### src/rtl/av_mailbox_slave.sv
// av_mailbox_slave
//
// Avalon-MM responder that lets any interconnect master exchange 16-bit words
// with the synapse316 MCU through two FIFOs (a2m: Avalon to MCU, m2a: MCU to
// Avalon). It also provides a scratch register and status/count registers.
// Flow control is variable-latency waitrequest: a blocked DATA access stalls
// until the FIFO can serve it, or until TIMEOUT stall cycles have elapsed. In
// that case it completes with an error.
//
// Ports:
//   sysclk, sysreset_n     clock (posedge), synchronous active-low reset
//   s_address              word address: 0 DATA, 1 STATUS, 2 SCRATCH, 3 COUNTS
//   s_read, s_write        Avalon strobes (write wins if both are high)
//   s_writedata            Avalon write data
//   s_readdata             read data, valid while s_read=1 and s_waitrequest=0
//   s_waitrequest          stall, low only during the single ACK cycle
//   mcu_data_out           a2m head, 0 when empty
//   mcu_data_read          pops a2m
//   mcu_data_in            m2a push data, also the MCU status write data
//   mcu_data_load          pushes m2a
//   mcu_status_out         {10'b0, mcu_ovf, err, a2m_full, a2m_empty, m2a_full, m2a_empty}
//   mcu_status_load        MCU status write; mcu_data_in[5]=1 clears mcu_ovf
//   irq_a2m_ready          a2m not empty

module av_mailbox_slave #(
    parameter int unsigned DEPTH    = 16,
    parameter int unsigned TIMEOUT  = 1024,
    parameter logic [15:0] ERR_DATA = 16'hDEAD
) (
    input  logic        sysclk,
    input  logic        sysreset_n,
    input  logic [1:0]  s_address,
    input  logic        s_read,
    input  logic        s_write,
    input  logic [15:0] s_writedata,
    output logic [15:0] s_readdata,
    output logic        s_waitrequest,
    output logic [15:0] mcu_data_out,
    input  logic        mcu_data_read,
    input  logic [15:0] mcu_data_in,
    input  logic        mcu_data_load,
    output logic [15:0] mcu_status_out,
    input  logic        mcu_status_load,
    output logic        irq_a2m_ready
);

    localparam int unsigned AW = $clog2(DEPTH);
    localparam int unsigned CW = AW + 1;
    localparam int unsigned TW = $clog2(TIMEOUT + 1) + 1;
    localparam logic [CW-1:0] FULL_CNT = CW'(DEPTH);
    localparam logic [TW-1:0] TO_CNT   = TW'(TIMEOUT);

    localparam logic [1:0] ADDR_DATA    = 2'd0;
    localparam logic [1:0] ADDR_STATUS  = 2'd1;
    localparam logic [1:0] ADDR_SCRATCH = 2'd2;
    localparam logic [1:0] ADDR_COUNTS  = 2'd3;

    typedef enum logic [1:0] {
        ST_IDLE,
        ST_STALL,
        ST_ACK
    } state_e;

    state_e        state_q, state_d;
    logic [TW-1:0] stall_cnt_q, stall_cnt_d;

    // Access being completed, latched when the request is first seen so the
    // ACK-cycle side effects do not depend on the master's ACK-cycle inputs.
    logic          ack_wr_q, ack_wr_d;
    logic [1:0]    ack_addr_q, ack_addr_d;
    logic [15:0]   ack_wdata_q, ack_wdata_d;
    logic          timeout_q, timeout_d;

    logic [15:0]   readdata_q, readdata_d;
    logic [15:0]   scratch_q, scratch_d;
    logic          err_q, err_d;
    logic          mcu_ovf_q, mcu_ovf_d;

    logic [15:0]   a2m_mem_q [DEPTH];
    logic [AW-1:0] a2m_wr_ptr_q, a2m_wr_ptr_d, a2m_rd_ptr_q, a2m_rd_ptr_d;
    logic [CW-1:0] a2m_cnt_q, a2m_cnt_d;

    logic [15:0]   m2a_mem_q [DEPTH];
    logic [AW-1:0] m2a_wr_ptr_q, m2a_wr_ptr_d, m2a_rd_ptr_q, m2a_rd_ptr_d;
    logic [CW-1:0] m2a_cnt_q, m2a_cnt_d;

    logic          a2m_empty, a2m_full, m2a_empty, m2a_full;
    logic          a2m_push, a2m_pop, m2a_push, m2a_pop;
    logic          in_ack, av_data_wr, av_data_rd, ovf_set;
    logic [4:0]    status_bits;
    logic [15:0]   m2a_head_next;
    logic          blocked;

    // ------------------------------------------------------------------
    // FIFO bookkeeping and side effects of the ACK cycle
    // ------------------------------------------------------------------
    // NOTE: every signal gets its default first so no path leaves it
    // unassigned; otherwise synthesis would infer a latch.
    always_comb begin
        a2m_empty = (a2m_cnt_q == '0);
        a2m_full  = (a2m_cnt_q == FULL_CNT);
        m2a_empty = (m2a_cnt_q == '0);
        m2a_full  = (m2a_cnt_q == FULL_CNT);

        in_ack     = (state_q == ST_ACK);
        av_data_wr = in_ack && ack_wr_q && (ack_addr_q == ADDR_DATA) && !timeout_q;
        av_data_rd = in_ack && !ack_wr_q && (ack_addr_q == ADDR_DATA) && !timeout_q;

        // A pop in the same cycle frees the slot a push at full needs.
        a2m_pop  = mcu_data_read && !a2m_empty;
        a2m_push = av_data_wr && (!a2m_full || a2m_pop);
        m2a_pop  = av_data_rd && !m2a_empty;
        m2a_push = mcu_data_load && (!m2a_full || m2a_pop);
        ovf_set  = mcu_data_load && !m2a_push;

        a2m_wr_ptr_d = a2m_push ? a2m_wr_ptr_q + AW'(1) : a2m_wr_ptr_q;
        a2m_rd_ptr_d = a2m_pop  ? a2m_rd_ptr_q + AW'(1) : a2m_rd_ptr_q;
        a2m_cnt_d    = a2m_cnt_q + CW'(a2m_push) - CW'(a2m_pop);
        m2a_wr_ptr_d = m2a_push ? m2a_wr_ptr_q + AW'(1) : m2a_wr_ptr_q;
        m2a_rd_ptr_d = m2a_pop  ? m2a_rd_ptr_q + AW'(1) : m2a_rd_ptr_q;
        m2a_cnt_d    = m2a_cnt_q + CW'(m2a_push) - CW'(m2a_pop);

        scratch_d = scratch_q;
        if (in_ack && ack_wr_q && (ack_addr_q == ADDR_SCRATCH)) begin
            scratch_d = ack_wdata_q;
        end

        err_d = err_q;
        if (in_ack && timeout_q) begin
            err_d = 1'b1;
        end else if (in_ack && ack_wr_q && (ack_addr_q == ADDR_STATUS) && ack_wdata_q[4]) begin
            err_d = 1'b0;
        end

        // A new overflow beats a same-cycle clear.
        mcu_ovf_d = mcu_ovf_q;
        if (ovf_set) begin
            mcu_ovf_d = 1'b1;
        end else if (mcu_status_load && mcu_data_in[5]) begin
            mcu_ovf_d = 1'b0;
        end

        status_bits = {err_q, a2m_full, a2m_empty, m2a_full, m2a_empty};

        // Word an m2a pop would return next cycle: if m2a is empty now,
        // the only way it holds data next cycle is this cycle's MCU push.
        m2a_head_next = m2a_empty ? mcu_data_in : m2a_mem_q[m2a_rd_ptr_q];
    end

    // ------------------------------------------------------------------
    // Transaction FSM
    // ------------------------------------------------------------------
    always_comb begin
        state_d     = state_q;
        stall_cnt_d = stall_cnt_q;
        ack_wr_d    = ack_wr_q;
        ack_addr_d  = ack_addr_q;
        ack_wdata_d = ack_wdata_q;
        timeout_d   = timeout_q;
        readdata_d  = readdata_q;

        // Judged against next cycle's FIFO occupancy, so a pop or push by the
        // MCU in this cycle already unblocks the access for the ACK cycle.
        blocked = (s_address == ADDR_DATA) &&
                  (s_write ? (a2m_cnt_d == FULL_CNT) : (m2a_cnt_d == '0));

        case (state_q)
            ST_IDLE: begin
                if (s_read || s_write) begin
                    ack_wr_d    = s_write;
                    ack_addr_d  = s_address;
                    ack_wdata_d = s_writedata;
                    timeout_d   = 1'b0;
                    stall_cnt_d = '0;
                    state_d     = blocked ? ST_STALL : ST_ACK;
                end
            end
            ST_STALL: begin
                if (!(s_read || s_write)) begin
                    state_d = ST_IDLE;
                end else begin
                    stall_cnt_d = stall_cnt_q + TW'(1);
                    if (!blocked) begin
                        state_d = ST_ACK;
                    end else if (stall_cnt_d == TO_CNT) begin
                        state_d   = ST_ACK;
                        timeout_d = 1'b1;
                    end
                end
            end
            ST_ACK: begin
                state_d = ST_IDLE;
            end
            default: begin
                state_d = ST_IDLE;
            end
        endcase

        // Read data is captured on the transition into ACK.
        if ((state_d == ST_ACK) && (state_q != ST_ACK) && !ack_wr_d) begin
            case (ack_addr_d)
                ADDR_DATA:    readdata_d = timeout_d ? ERR_DATA : m2a_head_next;
                ADDR_STATUS:  readdata_d = {11'b0, status_bits};
                ADDR_SCRATCH: readdata_d = scratch_q;
                default:      readdata_d = {8'(a2m_cnt_q), 8'(m2a_cnt_q)};
            endcase
        end
    end

    // NOTE: sequential state uses non-blocking assignments so every flop
    // samples the pre-edge values computed above.
    always_ff @(posedge sysclk) begin
        if (!sysreset_n) begin
            state_q      <= ST_IDLE;
            stall_cnt_q  <= '0;
            ack_wr_q     <= 1'b0;
            ack_addr_q   <= '0;
            ack_wdata_q  <= '0;
            timeout_q    <= 1'b0;
            readdata_q   <= '0;
            scratch_q    <= '0;
            err_q        <= 1'b0;
            mcu_ovf_q    <= 1'b0;
            a2m_wr_ptr_q <= '0;
            a2m_rd_ptr_q <= '0;
            a2m_cnt_q    <= '0;
            m2a_wr_ptr_q <= '0;
            m2a_rd_ptr_q <= '0;
            m2a_cnt_q    <= '0;
        end else begin
            state_q      <= state_d;
            stall_cnt_q  <= stall_cnt_d;
            ack_wr_q     <= ack_wr_d;
            ack_addr_q   <= ack_addr_d;
            ack_wdata_q  <= ack_wdata_d;
            timeout_q    <= timeout_d;
            readdata_q   <= readdata_d;
            scratch_q    <= scratch_d;
            err_q        <= err_d;
            mcu_ovf_q    <= mcu_ovf_d;
            a2m_wr_ptr_q <= a2m_wr_ptr_d;
            a2m_rd_ptr_q <= a2m_rd_ptr_d;
            a2m_cnt_q    <= a2m_cnt_d;
            m2a_wr_ptr_q <= m2a_wr_ptr_d;
            m2a_rd_ptr_q <= m2a_rd_ptr_d;
            m2a_cnt_q    <= m2a_cnt_d;
        end
    end

    // NOTE: FIFO storage is not reset; the counts define which entries are
    // valid, so stale contents are never observed.
    always_ff @(posedge sysclk) begin
        if (a2m_push) begin
            a2m_mem_q[a2m_wr_ptr_q] <= ack_wdata_q;
        end
        if (m2a_push) begin
            m2a_mem_q[m2a_wr_ptr_q] <= mcu_data_in;
        end
    end

    assign s_waitrequest  = (state_q != ST_ACK);
    assign s_readdata     = readdata_q;
    assign mcu_data_out   = a2m_empty ? 16'h0000 : a2m_mem_q[a2m_rd_ptr_q];
    assign mcu_status_out = {10'b0, mcu_ovf_q, status_bits};
    assign irq_a2m_ready  = !a2m_empty;

endmodule

### config.mk
export PLATFORM = sky130hd
export DESIGN_NAME = av_mailbox_slave
export DESIGN_NICKNAME = d
export VERILOG_FILES = /design/src/rtl/av_mailbox_slave.sv
export SDC_FILE = /design/constraint.sdc
export NUM_CORES = 1
export LEC_CHECK = 0
export BUFFER_PORTS_ARGS = -buffer_cell sky130_fd_sc_hd__buf_2
export CAP_MARGIN = 0
export CORE_MARGIN = 3
export CORE_UTILIZATION = 60
export DETAILED_ROUTE_END_ITERATION = 7
export GPL_TIMING_DRIVEN = 0
export PLACE_DENSITY = 0.78
export SETUP_SLACK_MARGIN = 0.02
export SLEW_MARGIN = 15
export SYNTH_ARGS = -nofsm -noshare
export SYNTH_HDL_FRONTEND = slang
export SYNTH_SLANG_ARGS = --single-unit
### constraint.sdc
create_clock -name sysclk -period 4.65 [get_ports sysclk]
set_clock_uncertainty 0.1 [all_clocks]
set_input_delay 0.2325 -clock sysclk [delete_from_list [all_inputs] [get_ports sysclk]]
set_output_delay 0.2325 -clock sysclk [all_outputs]
set_load 0.01 [all_outputs]
==> impl_metrics.ini, run 1 <==
[status]
status = completed

[place]
io_buffers = 80
gp_congestion = 0.8919
hpwl_um = 36390
dp_slack_ps = -371.9

[worst_setup_path]
startpoint_type = register
cp.required_ps = 5070
r2r-start = state_q[0]
max_stage_delay_ps = 530
path_max_fanout = 10
cp-startpoint = state_q[0]
cp-end-kind = register
r2r_slack_ps = 230
critical_path.slowest_cell = a2111oi_4
crit_path_frequent_cell = buf_2
worstPathCellList = buf_2 -> nor2b_1 -> inv_1 -> or3_1 -> or2_2 -> o21ai_0 -> ha_1 -> fa_1 -> a21oi_1 -> o21bai_1 -> xnor2_1 -> a32o_2 -> a2111oi_4 -> buf_2 -> nor3_1 -> a311oi_2
critPathArrivalTime_ps = 4830
crit_type = reg -> reg

[die]
rows = 73
fp.dieH_um = 208.7
pin_count = 91
core_um2 = 40190
start_util_pct = 61.31
die_x_um = 208.7
die_area_um2 = 43530

[drt]
drc_errors = 0
detail-route-antenna-nets = 0
drtIter0Drc = 1330
totalWireLength_um = 58190
wl_per_cell_um = 26.51
firstDrtPassIters = 6
viasPerCell = 6.368
vias = 13980

[synth]
netlist_instances = 1412
synth_edf_count = 512
ys_types = 70
synth_area_leader_cell = edfxtp_1
synth-compound-area-share_pct = 4.073
yosysWarnings = 0
yosys-top-cells-area = edfxtp_1 (62%), mux4_2 (14%), dfxtp_1 (8.3%)
synth_seq_area_share_pct = 70.69
ys_ff_latch = 614
postSynth.asyncResetShare_pct = 0
netlist.area_leader.share_pct = 62.40
netlist_area_um2 = 24640
synth_simple_gate_area_share_pct = 6.104
synth_fa_ha_area_share_pct = 1.229
synth.mux.area_fraction_pct = 15.18
yosys_most_used_dff = edfxtp_1
synth_xor_area_share_pct = 0.6398
synth_top_family_by_area = multiplexers
syn_avg_cell_area_um2 = 17.45

[timing]
layout_setup_ws_ps = 234.2
worstMarginPinSlew_ps = 1207
slew_headroom_pct = 19.56
period_minus_slack_ps = 4416
holdWs_ps = 54.13
drv_slew = 0
setup_viol = 0
rsz0062_at_grt = true
period_share_pct = 94.96
achievable-frequency_mhz = 226.5
hold_violations = 0

[flow_run]
drv_cap = 0

[pwr]
cellLeakagePower_nw = 9.321
powerDensity_nw_per_um2 = 493.6
ir_worst_vdd_uv = 374.9

[worst_hold_path]
min_path_type = in -> reg
min_from = s_address[0]

[finish]
nets = 1684
synthToLayoutAreaGrowth_pct = 15.02
diodes = 0
nFillCells = 2442
drive_gt1_share_pct = 25.33

[clock_tree]
clk_pin_slew_worst_paths_ps = 60
h-tree-depth = 2
tritoncts = yes
clk-insertion-delay-late_ps = 610
numCtsBuffers = 59
cts_buffer_depth = 3
root_buffer = clkbuf_16
cts_sinks = 614

[global_routing]
grt_pass1_vias = 14440
grtUsageTotal_pct = 27.14
grt_max_degree = 20
antenna_found_initial = 1
grt_pass1_wl_um = 88350
overflow = 0
==> state kept, by name, summed over array words and instances (netlist names), named ones only <==
register and flops:
m2a_rd_ptr_q 4, state_q 2, a2m_rd_ptr_q 4, err_q 1
a2m_wr_ptr_q 4, m2a_cnt_q 5, s_readdata 16, stall_cnt_q 12
timeout_q 1, a2m_cnt_q 5, scratch_q 16, mcu_ovf_q 1
m2a_mem_q 256, ack_wr_q 1, ack_wdata_q 16, ack_addr_q 2
a2m_mem_q 256, m2a_wr_ptr_q 4
==> cell usage after synthesis (all sizes together) (8+ instances only) <==
library cell,count
a311oi,8
xor2,8
mux4,154
nor2,60
mux2i,19
o21ai,21
and2,36
ha,21
inv,22
xnor2,10
dfxtp,102
nor2b,23
nand3,11
edfxtp,512
clkbuf,44
buf,46
nor3,16
nand2,122
nor4,9
a21oi,65
nand4,8
==> power breakdown <==
group	internal [mW]	total [mW]	switching, mW
registers	6.17	6.36	0.186
logic	1.25	2.79	1.54
clock network	2.76	4.84	2.08
total	10.2	14.0	3.81
==> metal layers <==
layer	vias to the layer above	global-route usage [%]	wire length, um
li1	5963	-	-
met1	7102	35.14	21230
met2	740	45.74	29590
met3	171	4.504	4698
met4	2	12.66	2656
met5	-	0	13
==> critical path, delay by kind of cell, from the launching register on <==
family / cells / cell delay (ps)
AOI/OAI and AO/OA: 6 / 1590
and+or+nand+nor: 4 / 1080
buffers and inverters: 3 / 680
adders and majority gates: 2 / 450
DFF: 1 / 290
xor gates and xnor gates: 1 / 130
==> through the flow <==
stage                     cell area [um2]  setup TNS [ps]  utilization (%)  instances  power, mW
after global placement              25730          -52250            64.03       2026      9.049
after floorplan                     24670               0                -       1421      8.251
final                               28340               0            70.52       2195      13.99
after detailed placement            25900           -3674            64.45       2042      9.148
after global routing                28340               0            70.52       2195      14.45
after CTS                           28290               0            70.39       2192      13.98
==> cells by family after synthesis <==
| logic type | count (synthesis) |
|---|---|
| xor gates and xnor gates | 18 |
| other | 1 |
| buffers and inverters | 113 |
| muxes | 180 |
| adders and majority gates | 23 |
| and+or+nand+nor | 312 |
| AOI/OAI and AO/OA | 151 |
| DFF | 614 |
==> cells in the final DEF (no fill, tap or decap), types with 17 or more instances in the layout <==
cell,count
a21oi_1,65
and2_1,33
buf_2,101
buf_4,25
clkbuf_1,53
clkbuf_16,61
dfxtp_1,102
dlygate4sd3_1,39
edfxtp_1,512
ha_1,21
inv_1,22
mux2i_1,18
mux4_2,154
nand2_1,121
nor2_1,56
nor2b_1,23
o21ai_0,17
==> worst paths after layout <==
check,end,depth (start not counted)
worst min-delay path,ack_addr_q[0],3
worst max register to register,s_readdata[14],16
worst min register to register,scratch_q[9],2
worst max-delay path,s_readdata[14],16
==> layout make-up <==
| cell class | count | area [um2] | area share (%) |
|---|---|---|---|
| Tap cell | 525 | 656.9 | 2.318 |
| Multi-Input combinational cell | 694 | 6842 | 24.14 |
| Clock buffer | 78 | 1670 | 5.894 |
| Timing Repair Buffer | 138 | 948.4 | 3.346 |
| Inverter | 23 | 86.33 | 0.3046 |
| Sequential cell | 614 | 17420 | 61.45 |
| Clock inverter | 33 | 296.5 | 1.046 |
| Buffer | 90 | 424.2 | 1.497 |
==> timing repair <==
action | CTS | global route
hold endpoints to repair | 277 | 0
endpoints found under the setup margin | 16 | 15
pin swaps | 0 | 1
resized for setup | 4 | 6
setup buffers | 0 | 3
hold buffers | 39 | 0
(Power assumes the default switching activity.)
==> inputs of run 2 (changes only) <==
CELL_PAD_IN_SITES_DETAIL_PLACEMENT = 0   (was unset)
CELL_PAD_IN_SITES_GLOBAL_PLACEMENT = 1   (was unset)
CORE_UTILIZATION = 53   (was 60)
PLACE_DENSITY = unset   (was 0.78)
PLACE_DENSITY_LB_ADDON = 0.1   (was unset)
SLEW_MARGIN = unset   (was 15)
==> impl_metrics.ini, run 2 (synthesis gave the netlist of run 1 again) <==
[status]
status = completed

[global_routing]
grtUsageMet1_pct = 33.00
use_met2_pct = 40.45
grt_pass1_wl_um = 87820
grt_pass1_vias = 13660
use_met3_pct = 4.157
overflow = 0
antenna_found_initial = 2
grtUsageTotal_pct = 24.13
top_usage_layer = met2
grt_max_degree = 20

[drt]
drc_errors = 0
vias = 13430
detail-route-antenna-nets = 0
wl_per_cell_um = 25.95
totalWireLength_um = 58890
drtIter0Drc = 1137
firstDrtPassIters = 4
viasPerCell = 5.920

[pwr]
cellLeakagePower_nw = 9.247
ir_worst_vdd_uv = 366.9
powerDensity_nw_per_um2 = 487.4

[die]
fp.dieH_um = 221.6
start_util_pct = 53.95
core_um2 = 45670
die_area_um2 = 49110
rows = 78
pin_count = 91
die_x_um = 221.6

[finish]
post-route-util_pct = 62.14
final_cell_area_um2 = 28380
top_regs = a2m_mem_q: 256 flops, m2a_mem_q: 256 flops
mostFrequentLayoutCells = edfxtp_1 (512), mux4_2 (154), nand2_1 (121)
nets = 1683
synthToLayoutAreaGrowth_pct = 15.18
drive_gt1_share_pct = 24.16
layout_commonest_cell = edfxtp_1

[clock_tree]
cts_sinks = 614
clk-insertion-delay-late_ps = 610
clk_pin_slew_worst_paths_ps = 60
numCtsBuffers = 61
cts_buffer_depth = 3
root_buffer = clkbuf_16
h-tree-depth = 2
tritoncts = yes

[worst_hold_path]
min_from = s_address[0]
min_to = ack_addr_q[0]
hold_depth = 3
min_path_type = in -> reg

[place]
hpwl_um = 38140
gp_congestion = 0.8097
place_area_um2 = 26030
io_buffers = 80

[worst_setup_path]
cp-end-kind = register
critPathArrivalTime_ps = 4710
startpoint_type = register
crit_type = reg -> reg
r2r-start = m2a_cnt_q[3]
cp.required_ps = 5020
path_max_fanout = 10
r2r_slack_ps = 300
reg2reg_depth = 18
r2r-end = s_readdata[2]

[timing]
period_minus_slack_ps = 4346
achievable-frequency_mhz = 230.1
worstMarginPinSlew_ps = 1340
slew_headroom_pct = 10.70
period_share_pct = 93.46
drv_slew = 0
hold_violations = 0
setup_viol = 0
rsz0062_at_grt = false

[flow_run]
drv_cap = 0
## run 2: cell types whose count changed in the layout (fill, tap and decap cells not counted), moves of 3 or more
cell,before,now
clkinv_2,15,9
clkbuf_1,53,60
buf_2,101,94
clkbuf_8,8,0
buf_16,0,3
buf_8,4,1
clkinv_1,4,15
buf_4,25,28
## run 2: worst max-delay path, stage by stage, from the launching register on
cell and delay, ps:
dfxtp_1 350, inv_1 90, ha_1 180, nand2_1 50, or2_2 380, inv_1 180
nor4_4 70, nand2b_1 160, o21ai_0 110, ha_1 240, fa_1 440, a21oi_1 190
o21bai_1 90, xnor2_1 180, a32o_1 320, a2111o_1 530, nand2_2 180, clkbuf_4 250
o22ai_1 110
## run 2: metrics by stage
stage / total power, mW / TNS [ps] / hold WS, ps / worst slack (ps) / instances
2_1_floorplan: 8.251 / 0 / 231.4 / 583.1 / 1421
6_report: 13.83 / 0 / 73.20 / 304.2 / 2269
4_1_cts: 13.90 / 0 / 19.80 / 37.35 / 2267
3_3_place_gp: 9.162 / -100720 / 347.9 / -1416 / 2101
5_1_grt: 14.37 / 0 / 70.51 / 61.33 / 2269
3_5_place_dp: 9.231 / -12110 / 351.4 / -849.9 / 2115
## run 2: worst max-delay path by stage
stage / startpoint / endpoint / slack, ps / cells past startpoint
2_1_floorplan: m2a_cnt_q[2] / s_readdata[14] / 580 / 17
3_3_place_gp: state_q[0] / m2a_mem_q[3][8] / -1420 / 6
3_5_place_dp: m2a_cnt_q[3] / s_readdata[14] / -850 / 17
4_1_cts: state_q[0] / s_readdata[14] / 40 / 16
5_1_grt: m2a_cnt_q[3] / s_readdata[3] / 60 / 18
6_report: m2a_cnt_q[3] / s_readdata[2] / 300 / 18
## run 2: report_power, final
group / switching, mW / total (mW) / internal (mW)
Clock: 2.04 / 4.66 / 2.63
Combinational: 1.55 / 2.80 / 1.25
Sequential: 0.198 / 6.37 / 6.17
Total: 3.78 / 13.8 / 10.1
## run 2: repair_timing
action | CTS | global route
hold endpoints to repair | 278 | 0
endpoints found under the setup margin | 19 | 12
resized for setup | 6 | 8
hold buffers | 39 | 0
pin swaps | 1 | 1
buffers inserted | 1 | 1
## run 2: cell type report
type | instances | area, um2
well taps | 600 | 750.7
flip-flops and latches | 614 | 17420
inverters | 23 | 86.33
fillers | 3354 | 17290
multi-input cells | 694 | 6849
clock inverters | 35 | 282.8
diodes | 1 | 2.502
plain buffers | 90 | 426.7
clock buffers | 77 | 1587
repair buffers | 135 | 978.4
## run 2: layer usage
| metal | part of all wire (%) | up-vias | wire length (um) |
|---|---|---|---|
| met3 | 6.0 | 93 | 3520 |
| li1 | - | 5968 | - |
| met5 | 0.022 | - | 13 |
| met2 | 49 | 425 | 29070 |
| met4 | 2.6 | 2 | 1520 |
| met1 | 42 | 6945 | 24770 |
